--- config.mk ---
export PLATFORM = sky130hd
export DESIGN_NAME = mfp_ahb_sound_slave
export DESIGN_NICKNAME = d
export VERILOG_FILES = /design/src/rtl/mfp_sound_pkg.sv /design/src/rtl/mfp_sound_sfx_arbiter.sv /design/src/rtl/mfp_ahb_sound_slave.sv
export SDC_FILE = /design/constraint.sdc
export NUM_CORES = 1
export LEC_CHECK = 0
export CAP_MARGIN = 10
export CORE_ASPECT_RATIO = 0.9
export CORE_MARGIN = 5
export CORE_UTILIZATION = 40
export DETAILED_ROUTE_END_ITERATION = 8
export GPL_TIMING_DRIVEN = 1
export PLACE_DENSITY_LB_ADDON = 0.08
export SLEW_MARGIN = 20
export SYNTH_ARGS = -nofsm -noshare
export SYNTH_HDL_FRONTEND = slang
export SYNTH_HIERARCHICAL = 1
export SYNTH_SLANG_ARGS = --single-unit
export TNS_END_PERCENT = 50
--- constraint.sdc ---
create_clock -name CLK -period 2.7 [get_ports CLK]
set_input_delay 0.54 -clock CLK [delete_from_list [all_inputs] [get_ports CLK]]
set_output_delay 0.54 -clock CLK [all_outputs]
set_load 0.1 [all_outputs]
--- src/rtl/mfp_sound_pkg.sv ---
// ============================================================================
// Module      : mfp_sound_pkg
// Description : Register map, reset values and shared types for the sound slave.
// Revision    : 1.0 - initial release
// ============================================================================
`default_nettype none

package mfp_sound_pkg;

    typedef logic [2:0] sfx_id_t;
    typedef logic [2:0] reg_off_t;

    localparam reg_off_t   C_OFF_MUSIC    = 3'd0;
    localparam reg_off_t   C_OFF_VOLUME   = 3'd1;
    localparam reg_off_t   C_OFF_SFX      = 3'd2;
    localparam reg_off_t   C_OFF_STATUS   = 3'd3;

    localparam logic       C_RST_MUSIC_EN = 1'b0;
    localparam logic [3:0] C_RST_VOLUME   = 4'h8;
    localparam sfx_id_t    C_RST_SFX_ID   = 3'd0;

    function automatic logic [31:0] status_word(input logic [7:0] cnt,
                                                input logic       pending,
                                                input logic       busy);
        return {16'h0000, cnt, 6'b000000, pending, busy};
    endfunction

endpackage

`default_nettype wire

--- src/rtl/mfp_sound_sfx_arbiter.sv ---
// ============================================================================
// Module      : mfp_sound_sfx_arbiter
// Description : Holds a pending sound-effect request and issues it as a
//               one-cycle trigger once the generator is idle.
// Revision    : 1.0 - initial release
// ============================================================================
`default_nettype none

module mfp_sound_sfx_arbiter
    import mfp_sound_pkg::*;
#(
    parameter int CNT_W = 8
) (
    input  logic             clk_i,
    input  logic             rst_ni,
    input  logic             wr_i,
    input  sfx_id_t          wr_id_i,
    input  logic             busy_i,
    output logic             pending_o,
    output sfx_id_t          pending_id_o,
    output logic             trig_o,
    output sfx_id_t          id_o,
    output logic [CNT_W-1:0] count_o
);

    logic             pending_q, pending_d;
    sfx_id_t          pending_id_q, pending_id_d;
    logic             trig_q, trig_d;
    sfx_id_t          id_q, id_d;
    logic [CNT_W-1:0] count_q, count_d;
    logic             w_issue;

    assign w_issue = pending_q & ~busy_i;

    always_comb begin
        pending_d    = pending_q;
        pending_id_d = pending_id_q;
        trig_d       = 1'b0;
        id_d         = id_q;
        count_d      = count_q;
        if (w_issue) begin
            trig_d    = 1'b1;
            id_d      = pending_id_q;
            pending_d = 1'b0;
            count_d   = count_q + CNT_W'(1);
        end
        // A write landing on the issue edge queues behind the effect being issued
        if (wr_i) begin
            pending_d    = 1'b1;
            pending_id_d = wr_id_i;
        end
    end

    always_ff @(posedge clk_i or negedge rst_ni) begin
        if (!rst_ni) begin
            pending_q    <= 1'b0;
            pending_id_q <= C_RST_SFX_ID;
            trig_q       <= 1'b0;
            id_q         <= C_RST_SFX_ID;
            count_q      <= '0;
        end else begin
            pending_q    <= pending_d;
            pending_id_q <= pending_id_d;
            trig_q       <= trig_d;
            id_q         <= id_d;
            count_q      <= count_d;
        end
    end

    assign pending_o    = pending_q;
    assign pending_id_o = pending_id_q;
    assign trig_o       = trig_q;
    assign id_o         = id_q;
    assign count_o      = count_q;

endmodule

`default_nettype wire

--- src/rtl/mfp_ahb_sound_slave.sv ---
// ============================================================================
// Module      : mfp_ahb_sound_slave
// Description : Zero-wait-state AHB-Lite slave exposing the sound controls and
//               sound-effect status as readable/writable registers.
// Revision    : 1.0 - initial release
// ============================================================================
`default_nettype none

module mfp_ahb_sound_slave
    import mfp_sound_pkg::*;
#(
    parameter int CNT_W = 8
) (
    input  logic        CLK,
    input  logic        RESETn,
    input  logic        HSEL,
    input  logic [31:0] HADDR,
    input  logic [1:0]  HTRANS,
    input  logic        HWRITE,
    input  logic [31:0] HWDATA,
    output logic [31:0] HRDATA,
    output logic        HREADY,
    output logic        HRESP,
    input  logic        SFX_BUSY,
    output logic        SOUND_MUSIC_EN,
    output logic [3:0]  SOUND_VOLUME,
    output logic [2:0]  SFX_ID,
    output logic        SFX_TRIG
);

    reg_off_t         addr_q;
    logic             write_q;
    logic             dphase_q;
    logic             music_q;
    logic [3:0]       volume_q;
    logic [31:0]      hrdata_q;

    logic             w_accept;
    logic             w_wr_en;
    logic             w_wr_music;
    logic             w_wr_volume;
    logic             w_wr_sfx;
    logic             w_fwd;
    logic [31:0]      w_rdata;
    logic             w_pending;
    sfx_id_t          w_pending_id;
    logic [CNT_W-1:0] w_count;
    logic             w_unused_ok;

    assign w_accept    = HSEL & HTRANS[1];
    assign w_wr_en     = dphase_q & write_q;
    assign w_wr_music  = w_wr_en & (addr_q == C_OFF_MUSIC);
    assign w_wr_volume = w_wr_en & (addr_q == C_OFF_VOLUME);
    assign w_wr_sfx    = w_wr_en & (addr_q == C_OFF_SFX);
    // Read overlapping a write's data phase to the same word sees the new value
    assign w_fwd       = w_wr_en & (addr_q == HADDR[4:2]);

    always_comb begin
        w_rdata = '0;
        case (HADDR[4:2])
            C_OFF_MUSIC:  w_rdata = {31'h0, (w_fwd ? HWDATA[0] : music_q)};
            C_OFF_VOLUME: w_rdata = {28'h0, (w_fwd ? HWDATA[3:0] : volume_q)};
            C_OFF_SFX:    w_rdata = w_fwd ? {1'b1, 28'h0, HWDATA[2:0]}
                                          : {w_pending, 28'h0, w_pending_id};
            C_OFF_STATUS: w_rdata = status_word(8'(w_count), w_pending, SFX_BUSY);
            default:      w_rdata = '0;
        endcase
    end

    always_ff @(posedge CLK or negedge RESETn) begin
        if (!RESETn) begin
            addr_q   <= '0;
            write_q  <= 1'b0;
            dphase_q <= 1'b0;
            music_q  <= C_RST_MUSIC_EN;
            volume_q <= C_RST_VOLUME;
            hrdata_q <= '0;
        end else begin
            addr_q   <= HADDR[4:2];
            write_q  <= HWRITE;
            dphase_q <= w_accept;
            if (w_wr_music) begin
                music_q <= HWDATA[0];
            end
            if (w_wr_volume) begin
                volume_q <= HWDATA[3:0];
            end
            if (w_accept && !HWRITE) begin
                hrdata_q <= w_rdata;
            end
        end
    end

    mfp_sound_sfx_arbiter #(
        .CNT_W (CNT_W)
    ) u_sfx (
        .clk_i        (CLK),
        .rst_ni       (RESETn),
        .wr_i         (w_wr_sfx),
        .wr_id_i      (HWDATA[2:0]),
        .busy_i       (SFX_BUSY),
        .pending_o    (w_pending),
        .pending_id_o (w_pending_id),
        .trig_o       (SFX_TRIG),
        .id_o         (SFX_ID),
        .count_o      (w_count)
    );

    assign HRDATA         = hrdata_q;
    assign HREADY         = 1'b1;
    assign HRESP          = 1'b0;
    assign SOUND_MUSIC_EN = music_q;
    assign SOUND_VOLUME   = volume_q;

    assign w_unused_ok = ^{HADDR[31:5], HADDR[1:0], HTRANS[0], HWDATA[31:4]};

endmodule

`default_nettype wire

==> metrics.md, run 1 <==
| Metric | Value |
|---|---|
| Startpoint type of the worst setup path | `primary input` |
| R2R setup slack | `about 0.95 ns` |
| Placed insts | `approximately 250` |
| Post-Syn Area per Cell | `between 10 and 15 um^2` |
| Skew final | `0.00870 ns` |
| Grt total ovfl | `0` |
| Max_slew headroom | `0.435` |
| Leak | `about 1.1 nW` |
| Tmin final | `1.99 ns` |
| DR WL/cell | `between 10 and 15 um` |
| First DRT Iteration DRCs | `between 50 and 60` |
| RSZ-0062 raised after global routing | `no` |
| YS warnings | `6` |
| DR pass1 iterations | `4` |
| Synth unique cells | `39` |
| Sequential fraction of the synthesis area | `0.530` |
| Vias per inst | `between 4 and 5` |
| Hold Fails Final Rpt | `0` |
| Element type at the critical path end | `register` |
| Die ar. | `~6100 um^2` |
| Port Buf Inserts | `34` |
| Layout cells sized above 1 | `0.267` |
| Crit-path max FO | `4` |
| Worst slew pin tran | `between 0.8 and 0.9 ns` |
| Die W | `81.6 um` |
| First-pass GRT wire length | `6090 um` |
| Post-Synthesis Cells | `between 150 and 200` |
| Die height | `roughly 74 um` |
| Final setup viols | `0` |
| Synth Flop Type | `dfrtp_1` |
| FFs w/ async S/R, synth | `1.00` |
| Clk slew on worst S/H paths | `approximately 0.080 ns` |
| Non-filler cells, final | `around 260` |
| Seq. cell area | `~980 um^2` |
| Setup TNS | `0 ns` |
| Cts repair resizes | `0` |
| Largest net degree at the start of global routing | `40` |
| Post-CTS Setup Inserts | `0` |
| DRC | `0` |
| Type of the tightest min-delay check | `primary input to async pin` |
| Clock root cell | `clkbuf_8` |
| Final Max Tran Viols | `0` |
| ANT cells | `0` |
| MaxCap Viol Count | `0` |
| CTS buffer count | `5` |
| F_max | `between 500 and 600 MHz` |
| Core area | `roughly 4500 um^2` |
| Number of flops mapped to enable cells by yosys | `0` |
| Share of the synthesized area in the top cell type | `0.516` |
| Final core occ | `0.511` |
| Pwr Density | `around 800 nW/um^2` |
| Status | `finished clean` |
| # hold bufs at CTS | `0` |
| Initial Utilization | `0.413` |
| Mapped Area | `about 1800 um^2` |
| GR Util All Layers | `0.133` |
| Worst VDD drop | `approximately 0.53 mV` |
| Worst EP required | `a little under 3 ns` |
| Nets@finish | `approximately 270` |
| Detailed placer's ending HPWL | `~2800 um` |
| Area Growth Syn to Fin | `23.6%` |
| WL final | `3700 um` |
| CTS sink cnt | `39` |
| IO Pins | `between 100 and 150` |
| Synth area leader | `dfrtp_1` |
| Detail Route Antenna Nets | `0` |
| CTS tree | `yes` |
| CTS H-tree lvls | `2` |
| Top post-synthesis cells by area | `dfrtp_1 (52%), buf_4 (8.6%), a22o_1 (4.8%)` |
| Fillers | `between 400 and 500` |
| Rows | `23` |
| Max clock buf depth | `2` |
| Yosys reg bits | `39` |
| Final GP Congestion | `0.770` |
| Setup CP Type | `primary input to register` |
| Initial antenna violation count | `0` |
| Footprint of the multi-input gates | `roughly 760 um^2` |
| Period utilization | `0.737` |
| Vias in the first global route | `around 1200` |
| Clock latency on the worst-skew pair | `between 0.2 and 0.3 ns` |
| Critical Path AT | `2.19 ns` |
| Vias | `roughly 1200` |
[cells by family (layout without fill, tap and decap cells)]
logic type,after synthesis,count (layout),share of synthesized area
compound gates,24,24,0.0971
xor+xnor,10,10,0.0475
fa+ha+maj,1,1,0.00679
buf+inv,25,49,0.0978
flops,39,39,0.530
mux,15,15,0.0991
other cells,2,21,0.00407
simple gates,36,36,0.117
[where the power goes]
part           internal, mW  switching (mW)  leakage (nW)
Clock                 0.369           0.199        0.0654
Sequential            0.643          0.0558         0.514
Combinational         0.122           0.435         0.504
Total                  1.13           0.689          1.08
[through the flow]
| stage | hold WS (ns) | instance area (um^2) | setup WS, ns | power, mW |
|---|---|---|---|---|
| 2_1_floorplan | 0.244 | 1910 | 0.936 | 1.17 |
| 3_3_place_gp | 0.463 | 2140 | 0.399 | 1.26 |
| 3_5_place_dp | 0.464 | 2140 | 0.386 | 1.27 |
| 4_1_cts | 0.385 | 2280 | 0.688 | 1.84 |
| 5_1_grt | 0.427 | 2280 | 0.556 | 1.89 |
| 6_report | 0.351 | 2280 | 0.711 | 1.82 |
[Yosys cell counts, types with 2 or more instances]
cell type	instances
dfrtp_1	38
buf_4	21
a22o_1	10
mux2_2	7
nand2_1	7
xor2_1	6
nor2_1	5
mux2_4	4
nand3_1	4
nor2b_1	4
xnor2_1	4
a21oi_1	3
clkbuf_1	3
mux2_1	3
nand4_1	3
o211ai_1	3
a31oi_1	2
conb_1	2
nand2b_1	2
o21ai_0	2
[worst max-delay path, cell delays in order]
cell and delay [ns]:
clkdlybuf4s50_1 0.43, xor2_1 0.18, nor4_4 0.42, mux2i_1 0.14, or3_1 0.32, a31oi_1 0.16
[routing by layer]
| metal | track usage | vias to the layer above | share of wire |
|---|---|---|---|
| li1 | - | 583 | - |
| met2 | 0.194 | 40 | 0.45 |
| met3 | 0.0412 | 5 | 0.069 |
| met5 | 0 | - | 0 |
| met4 | 0.0394 | 0 | 0.011 |
| met1 | 0.188 | 577 | 0.47 |
[final cells by class]
| type | instances | share of cell area |
|---|---|---|
| tap | 62 | 0.0341 |
| timing repair buffer | 41 | 0.146 |
| clock inverter | 2 | 0.0264 |
| clock buffer | 6 | 0.0319 |
| multi-input combinational | 107 | 0.332 |
| sequential | 39 | 0.429 |
[layout by cell type (no fill, tap or decap), types with 2 or more instances in the layout]
cell and instances:
dfrtp_1 38, buf_4 29, conb_1 21, clkdlybuf4s50_1 11, a22o_1 10, nand2_1 7, mux2_2 7, xor2_1 6
nor2_1 5, clkbuf_8 5, nand3_1 4, nor2b_1 4, mux2_4 4, xnor2_1 4, o211ai_1 3, a21oi_1 3
mux2_1 3, nand4_1 3, nand2b_1 2, o21ai_0 2, a31oi_1 2, bufinv_16 2
[flip-flops by register name, summed over array words and instances, names as in the netlist]
signal and flops:
HRDATA 13, SOUND_MUSIC_EN 1, SOUND_VOLUME 4, addr_q 3
dphase_q 1, u_sfx/count_o 8, u_sfx/id_o 3, u_sfx/pending_id_o 3
u_sfx/pending_o 1, u_sfx/trig_o 1, write_q 1
[final timing paths]
| kind | cells after the start | from | to |
|---|---|---|---|
| worst max-delay path | 6 | HADDR[4] | HRDATA[1]$_DFFE_PN0P_ |
| worst min-delay path | 1 | RESETn | HRDATA[14]$_DFFE_PN0P_ |
| worst max register to register | 5 | addr_q[2]$_DFF_PN0_ | HRDATA[1]$_DFFE_PN0P_ |
| worst min register to register | 1 | u_sfx/count_o[7]$_DFFE_PN0P_ | u_sfx/count_o[7]$_DFFE_PN0P_ |
| max in group asynchronous | 1 | RESETn | HRDATA[31]$_DFFE_PN0P_ |
| min in group CLK | 1 | u_sfx/count_o[7]$_DFFE_PN0P_ | u_sfx/count_o[7]$_DFFE_PN0P_ |
Note: power is estimated with default switching activity, not from simulation.
==> run 2, diff against run 1 <==
- CORE_UTILIZATION: 40 -> 33
- clock period: 2.7 -> 1.8 ns (I/O delays scaled with it)
==> run 2 against run 1 <==
Net effect:
- first-iteration DRC count shrank 3.4%
- critical path depth is 1 higher
- core utilization shrank 2.8 points
- critical path type unchanged
- die area increased by 18%
- highest routed layer unchanged
- clock-buffer cell count rose by 1
- worst setup slack got worse by 0.63 ns
- largest power group unchanged
==> metrics.md, run 2 (same netlist as run 1, synthesis figures left out) <==
| Metric | Value |
|---|---|
| Status | `finished clean (unchanged)` |
| Vias in the first global route | `1271 (was 1208)` |
| Die W | `88.8 um (was 81.6 um)` |
| Leak | `1.18 nW (was 1.08 nW)` |
| RSZ-0062 raised after global routing | `no (unchanged)` |
| Skew final | `0.00314 ns (was 0.00870 ns)` |
| Area Growth Syn to Fin | `40.0% (was 23.6%)` |
| Element type at the critical path end | `register (unchanged)` |
| Startpoint type of the worst setup path | `primary input (unchanged)` |
| CTS sink cnt | `39 (unchanged)` |
| Grt total ovfl | `0 (unchanged)` |
| CTS buffer count | `5 (unchanged)` |
| Clock power frac | `0.215 (was 0.312)` |
| Nets@finish | `271 (was 266)` |
| IO Pins | `114 (unchanged)` |
| Worst EP required | `2.01 ns (was 2.91 ns)` |
| Non-filler cells, final | `267 (was 257)` |
| CTS H-tree lvls | `2 (unchanged)` |
| Finished Cell Area | `2580 um^2 (was 2280 um^2)` |
| Most frequent cells in the layout | `dfrtp_1 (38), buf_12 (23), conb_1 (21), buf_4 (11), a22o_1 (10) (was dfrtp_1 (38), buf_4 (29), conb_1 (21), clkdlybuf4s50_1 (11), a22o_1 (10))` |
| Reg2reg path depth | `6 (was 5)` |
| Period utilization | `0.953` |
| First DRT Iteration DRCs | `56 (was 58)` |
| Hold Fails Final Rpt | `0 (unchanged)` |
| Vias | `1217 (was 1205)` |
| First-pass GRT wire length | `6440 um (was 6090 um)` |
| # hold bufs at CTS | `0 (unchanged)` |
| Sequential share of power | `0.413 (was 0.383)` |
| DP Area | `2480 um^2 (was 2140 um^2)` |
| Final GP Congestion | `0.779 (was 0.770)` |
| Placed insts | `259 (was 249)` |
| Final Max Tran Viols | `0 (unchanged)` |
| Comb pwr share | `0.372 (was 0.305)` |
| WL final | `3830 um (was 3700 um)` |
| Final setup viols | `0 (unchanged)` |
| F_max | `roughly 600 MHz` |
| Clk slew on worst S/H paths | `0.07 ns (was 0.08 ns)` |
| Cts repair resizes | `0 (unchanged)` |
| Clock latency on the worst-skew pair | `0.28 ns (was 0.29 ns)` |
| Initial Utilization | `0.345 (was 0.413)` |
| MaxCap Viol Count | `0 (unchanged)` |
| Initial antenna violation count | `0 (unchanged)` |
| Internal power | `1.55 mW (was 1.13 mW)` |
| Setup CP Type | `primary input to register (unchanged)` |
| Largest net degree at the start of global routing | `40 (unchanged)` |
| DRC | `0 (unchanged)` |
| Max clock buf depth | `2 (unchanged)` |
| Reg-to-reg endpoint | `HRDATA[1]$_DFFE_PN0P_ (unchanged)` |
| R2R setup slack | `0.12 ns (was 0.95 ns)` |
| Detail Route Antenna Nets | `0 (unchanged)` |
| Layout cells sized above 1 | `0.295 (was 0.267)` |
| DR WL/cell | `14.3 um (was 14.4 um)` |
| Vias per inst | `4.56 (was 4.69)` |
| NetSw | `1.04 mW (was 0.689 mW)` |
| Clock root cell | `clkbuf_8 (unchanged)` |
| Critical Path AT | `1.92 ns (was 2.19 ns)` |
| DR pass1 iterations | `4 (unchanged)` |
| Detailed placer's ending HPWL | `2980 um (was 2840 um)` |
| Max reg flops | `13 (unchanged)` |
| Crit-path max FO | `4 (unchanged)` |
| Die height | `80.9 um (was 74.4 um)` |
| Port Buf Inserts | `34 (unchanged)` |
| Worst VDD drop | `0.467 mV (was 0.531 mV)` |
| Die ar. | `7180 um^2 (was 6070 um^2)` |
| CTS tree | `yes (unchanged)` |
| Tmin final | `about 1.7 ns` |
| RR Startpoint | `addr_q[1]$_DFF_PN0_ (was addr_q[2]$_DFF_PN0_)` |
| Most common cell after layout, fill and taps aside | `dfrtp_1 (unchanged)` |
| ANT cells | `0 (unchanged)` |
| Hold slack | `0.0294 ns (was 0.351 ns)` |
| Core area | `5350 um^2 (was 4460 um^2)` |
| Pwr Density | `1000 nW/um^2 (was 801 nW/um^2)` |
| Switching part of the total | `0.403 (was 0.378)` |
| GR Util All Layers | `0.118 (was 0.133)` |
| Type of the tightest min-delay check | `primary input to async pin (unchanged)` |
| Post-CTS Setup Inserts | `0 (unchanged)` |
| Rows | `25 (was 23)` |
[run 2: worst max-delay path by stage]
stage,startpoint,endpoint,slack (ns),cells after the start
global route,addr_q[1]$_DFF_PN0_,HRDATA[1]$_DFFE_PN0P_,0.02,6
finish,HADDR[4],HRDATA[1]$_DFFE_PN0P_,0.08,7
detailed placement,HADDR[4],HRDATA[1]$_DFFE_PN0P_,-0.28,7
floorplan,SOUND_MUSIC_EN$_DFFE_PN0P_,HRDATA[0]$_DFFE_PN0P_,0.14,5
CTS,HADDR[4],HRDATA[1]$_DFFE_PN0P_,0.01,7
global placement,HADDR[4],HRDATA[1]$_DFFE_PN0P_,-0.25,7
[run 2: per-stage QoR]
step / TNS (ns) / utilization / setup slack, ns / total power, mW
3_5_place_dp: -2.79 / 0.463 / -0.284 / 2.05
6_report: 0 / 0.482 / 0.0848 / 2.59
2_1_floorplan: 0 / - / 0.140 / 1.75
5_1_grt: 0 / 0.482 / 0.0173 / 2.70
4_1_cts: 0 / 0.478 / 0.0123 / 2.62
3_3_place_gp: -2.29 / 0.463 / -0.247 / 2.04
[run 2: worst max-delay path, cell delays in order]
cell	delay, ns
clkdlybuf4s50_1	0.49
xor2_1	0.25
nor4_4	0.05
buf_4	0.16
mux2i_1	0.12
or3_1	0.31
a31oi_1	0.17
[run 2: layer usage]
layer / global-route usage / vias to the layer above / part of all wire
met5: 0 / - / 0
met4: 0.0363 / 0 / 0.013
met3: 0.0385 / 6 / 0.069
met2: 0.169 / 36 / 0.45
met1: 0.167 / 588 / 0.47
li1: - / 587 / -
[run 2: area by class of cell]
class	count	area, um^2
clock inverters	1	5.00
clock buffers	7	76.3
repair buffers	46	663
multi-input cells	107	774
well taps	67	83.8
flip-flops and latches	39	977
fillers	495	2770
[run 2: power groups by stage]
| stage | logic (mW) | clock network [mW] | registers [mW] |
|---|---|---|---|
| final | 0.962 | 0.556 | 1.07 |
| after CTS | 0.967 | 0.582 | 1.07 |
| after global routing | 0.999 | 0.618 | 1.09 |
| after global placement | 0.960 | 0 | 1.08 |
| after detailed placement | 0.965 | 0 | 1.09 |
| after floorplan | 0.373 | 0 | 1.38 |
